File: config.mk
export PLATFORM = sky130hd
export DESIGN_NAME = cmd_frame_rcv
export DESIGN_NICKNAME = d
export VERILOG_FILES = /design/src/rtl/cmd_frame_rcv.sv
export SDC_FILE = /design/constraint.sdc
export NUM_CORES = 1
export LEC_CHECK = 0
export ABC_AREA = 1
export CAP_MARGIN = 20
export CORE_AREA = 4 4 121 123
export CTS_BUF_LIST = sky130_fd_sc_hd__clkbuf_8
export DETAILED_ROUTE_END_ITERATION = 7
export DIE_AREA = 0 0 125 127
export HOLD_SLACK_MARGIN = 0.03
export MAX_ROUTING_LAYER = met4
export PLACE_DENSITY_LB_ADDON = 0.05
export SYNTH_ARGS = -nofsm -noshare
export SYNTH_HDL_FRONTEND = slang
export SYNTH_SLANG_ARGS = --single-unit
File: constraint.sdc
create_clock -name clk -period 2.34 [get_ports clk]
set_input_delay 0.234 -clock clk [delete_from_list [all_inputs] [get_ports clk]]
set_output_delay 0.234 -clock clk [all_outputs]
set_load 0.03 [all_outputs]
File: src/rtl/cmd_frame_rcv.sv
// Framed command receiver: takes UART bytes SYNC, CMD_HI, CMD_LO, CHK and hands each
// checksum-verified 16-bit command to the dispatcher. Bad or stalled frames are counted.
module cmd_frame_rcv #(
  parameter logic [7:0] SYNC     = 8'hA5,
  parameter int         LOCK_CYC = 2604,
  parameter int         TO_CYC   = 104160
) (
  input  logic        clk,
  input  logic        rst_n,
  input  logic        rx_rdy,
  input  logic [7:0]  rx_data,
  output logic        clr_rx_rdy,
  output logic [15:0] cmd,
  output logic        cmd_rdy,
  input  logic        clr_cmd_rdy,
  output logic        frame_err,
  output logic [7:0]  err_cnt
);

  typedef enum logic [1:0] {SYNC_WAIT, GET_HI, GET_LO, GET_CHK} state_t;

  localparam int            LW        = $clog2(LOCK_CYC + 1);
  localparam logic [LW-1:0] LOCK_LOAD = LW'(LOCK_CYC - 1);
  localparam logic [16:0]   TO_LAST   = 17'(TO_CYC - 1);

  state_t        state, state_nxt;
  logic [LW-1:0] lock_cnt;
  logic [16:0]   to_cnt;
  logic [7:0]    hi, lo;
  logic          lock_act, accept, timeout, good, bad;

  function automatic logic [7:0] chk_of(input logic [7:0] a, input logic [7:0] b);
    logic [7:0] s;
    s = a + b;
    return ~s;
  endfunction

  function automatic logic [7:0] sat_inc(input logic [7:0] v);
    return (v == 8'hFF) ? v : v + 8'd1;
  endfunction

  assign lock_act   = (lock_cnt != '0);
  assign clr_rx_rdy = lock_act;
  assign accept     = rx_rdy && !lock_act;
  assign timeout    = (state != SYNC_WAIT) && !accept && (to_cnt == TO_LAST);

  always_ff @(posedge clk or negedge rst_n) begin
    if (!rst_n) state <= SYNC_WAIT;
    else        state <= state_nxt;
  end

  always_comb begin
    state_nxt = state;
    good      = 1'b0;
    bad       = 1'b0;
    if (accept) begin
      case (state)
        SYNC_WAIT: if (rx_data == SYNC) state_nxt = GET_HI;
        GET_HI:    state_nxt = GET_LO;
        GET_LO:    state_nxt = GET_CHK;
        GET_CHK: begin
          state_nxt = SYNC_WAIT;
          if (rx_data == chk_of(hi, lo)) good = 1'b1;
          else                           bad  = 1'b1;
        end
        default:   state_nxt = SYNC_WAIT;
      endcase
    end else if (timeout) begin
      state_nxt = SYNC_WAIT;
      bad       = 1'b1;
    end
  end

  // Payload bytes carry no reset value; they are only consumed after being written.
  always_ff @(posedge clk) begin
    if (accept && state == GET_HI) hi <= rx_data;
    if (accept && state == GET_LO) lo <= rx_data;
  end

  always_ff @(posedge clk or negedge rst_n) begin
    if (!rst_n) begin
      lock_cnt  <= '0;
      to_cnt    <= '0;
      cmd       <= 16'h0000;
      cmd_rdy   <= 1'b0;
      frame_err <= 1'b0;
      err_cnt   <= 8'h00;
    end else begin
      if (accept)        lock_cnt <= LOCK_LOAD;
      else if (lock_act) lock_cnt <= lock_cnt - LW'(1);

      if (accept || timeout || state == SYNC_WAIT) to_cnt <= '0;
      else                                         to_cnt <= to_cnt + 17'd1;

      // Completion outranks a simultaneous acknowledge.
      if (good) begin
        cmd     <= {hi, lo};
        cmd_rdy <= 1'b1;
      end else if (clr_cmd_rdy) begin
        cmd_rdy <= 1'b0;
      end

      frame_err <= bad;
      if (bad) err_cnt <= sat_inc(err_cnt);
    end
  end

endmodule

==> metrics.cfg <==
[synthesis]
syn_area_per_cell_um2 = 8.55
ys_seq_area_frac = 0.481
synth_top_cell_by_area = dfrtp_1
synth.area.top_cells = dfrtp_1 36%, nand2_1 12%, edfxtp_1 12%, inv_1 6.2%, ha_1 4.7%
syn_area_mm2 = 0.00397
synth_edf_count = 16
synth_top_area_frac = 0.360
synth_warnings = 0
ys_top_cells_by_count = 129 x nand2_1, 66 x inv_1, 57 x dfrtp_1
synth_ff_type = dfrtp_1
synth_async_sr_flop_share = 0.781
yosysMostFrequentCell = nand2_1
ys_ff_latch = 73
synth_cells = 464
yosysUniqueCellTypes = 38
synth_nets = 492

[timing]
tightest_slew_ns = 0.777
fmax_ghz = 0.436
grt_setup_unrepaired = true
period_needed_ns = 2.29
maxSlewViolCount = 0
period_share = 0.980
hold-worst-slack_ns = 0.0313
hold_viol = 0
finalSetupViolations = 0
finClkSkew_ns = 0.00884
relSlewSlack = 0.482

[grt]
grt_pass1_vias = 3038
grtUsageTotal = 0.127
grt_pass1_wl_mm = 15.5
antenna_found_initial = 0
grt_max_degree = 58
grt-ovfl-total = 0

[critical_path]
critPathCaptureType = flop
start_kind = flop
crit_fanout = 7
worst_ep_required_time_ns = 2.60
critPathKind = reg -> reg
critical_path_arrival_ns = 2.55

[floorplan]
core_region_area_mm2 = 0.0137
row_count = 43
dieArea_mm2 = 0.0159
io_pins = 39
initial_core_util = 0.290
die_x_um = 125
fp.dieH_um = 127

[clock_network]
root_buffer = clkbuf_8
cts_hold_buf = 0
clock-sinks = 73
clock_path_buffers = 2
htree_levels = 3
clkSlewWorstSetupHoldPaths_ns = 0.08
cts-buffers-inserted = 9
cts_tree = built
clkLatencyLatePin_ns = 0.36

[pwr]
ir_drop_v = 0.000396
p_leak_nw = 2.26
p_total_mw = 2.77
power_density_mw_per_mm2 = 552

[routing]
routed_wl_mm = 9.57
drcViolationCount = 0
avgRoutedWirePerCell_um = 13.6
postRouteAntennaNets = 0
initialDrtViolationCount = 116
via_per_inst = 4.42
num_vias = 3113
drt_pass1_iterations = 4

[finish]
antenna_cells = 0
nets = 547
drive_gt1_frac = 0.139
nFillCells = 1427
syn_to_final_growth_pct = 26.4

[worst_hold_path]
hold_class = in -> async

[placement]
dp_hpwl_mm = 6.64
port_buffers = 38
gp_congestion = 0.794

[job]
max-cap-violations = 0

[run_status]
status = finished clean

final timing paths:
path / slack [ns] / startpoint / depth (start not counted) / endpoint
setup / recovery: 0.05 / lo[0] / 14 / err_cnt[4]
hold / removal: 0.03 / rst_n / 2 / cmd[14]
setup reg to reg: 0.05 / lo[0] / 14 / err_cnt[4]
hold reg to reg: 0.46 / to_cnt[0] / 1 / to_cnt[0]
max in group asynchronous: 1.80 / rst_n / 2 / to_cnt[10]
min in group clk: 0.45 / clr_cmd_rdy / 2 / cmd_rdy
flip-flops by register name (all words and copies together), names as in the netlist:
| register | flops |
|---|---|
| lock_cnt | 12 |
| cmd_rdy | 1 |
| state | 2 |
| hi | 8 |
| to_cnt | 17 |
| lo | 8 |
| err_cnt | 8 |
| frame_err | 1 |
| cmd | 16 |
worst max-delay path, cell delays in order, from the launching register on:
cell and delay [ns]:
edfxtp_1 0.41, ha_2 0.21, inv_2 0.05, fa_2 0.42, xnor2_1 0.14, nand2_1 0.07
nor2_1 0.09, nand2_1 0.06, nor2_2 0.15, nand4_4 0.15, buf_6 0.16, nand2_4 0.07
nand2_8 0.07, nand4_1 0.08, nand2_1 0.06
layout by cell type, fill, tap and decap left out, drive strengths merged, types with 2 or more instances in the layout:
cell type and count:
nand2 134, inv 68, dfrtp 57, nor2 39
nand3 38, clkdlybuf4s50 36, nor3 19, edfxtp 16
ha 15, nand4 14, buf 11, o21ai 11
xor2 10, clkbuf 10, xnor2 8, a21oi 8
nor4 6, bufinv 4, nor3b 3, nand3b 3
clkinv 3, o21a 2, or2 2
per-stage QoR:
stage	cell area, um^2	setup TNS [ns]	setup slack, ns	utilization	instances
after detailed placement	4590	-0.0174	-0.0168	0.336	685
after CTS	4860	0	0.0191	0.356	701
after global routing	5020	-2.12	-0.134	0.367	704
after floorplan	3970	0	0.147	-	464
final	5020	0	0.0460	0.367	704
after global placement	4590	0	0.0330	0.336	685
cell type report:
class | count | area, um^2 | area share
inverters | 68 | 265 | 0.0529
well taps | 180 | 225 | 0.0449
multi-input cells | 318 | 1880 | 0.374
repair buffers | 49 | 485 | 0.0968
clock inverters | 7 | 134 | 0.0267
flip-flops and latches | 73 | 1910 | 0.380
clock buffers | 9 | 124 | 0.0247
where the power goes:
part | internal [mW] | switching [mW] | total, mW
sequential | 1.32 | 0.0182 | 1.34
clock | 0.809 | 0.497 | 1.31
combinational | 0.0496 | 0.0756 | 0.125
total | 2.18 | 0.590 | 2.77
logic make-up after synthesis:
| kind of cell | share of synthesized area |
|---|---|
| multiplexers | 0.00252 |
| AND/OR/NAND/NOR | 0.309 |
| adder cells (fa/ha/maj) | 0.0523 |
| AO/OA/AOI/OAI | 0.0388 |
| buffers and inverters | 0.0769 |
| flip-flops | 0.481 |
| XOR/XNOR | 0.0397 |
per-layer routing:
metal  track usage  vias to the layer above  share of wire
li1              -                     1608              -
met1         0.155                     1454           0.46
met2         0.203                       43           0.49
met3        0.0330                        8          0.032
met4        0.0478                        0          0.017
met5             -                        -              0
repair_timing:
item                                    in CTS  in global routing
pin swaps                                    0                  9
cloned                                       0                  2
endpoints found under the setup margin       6                 26
resized for setup                            4                 29
buffers inserted                             0                  1
(Power assumes the default switching activity.)
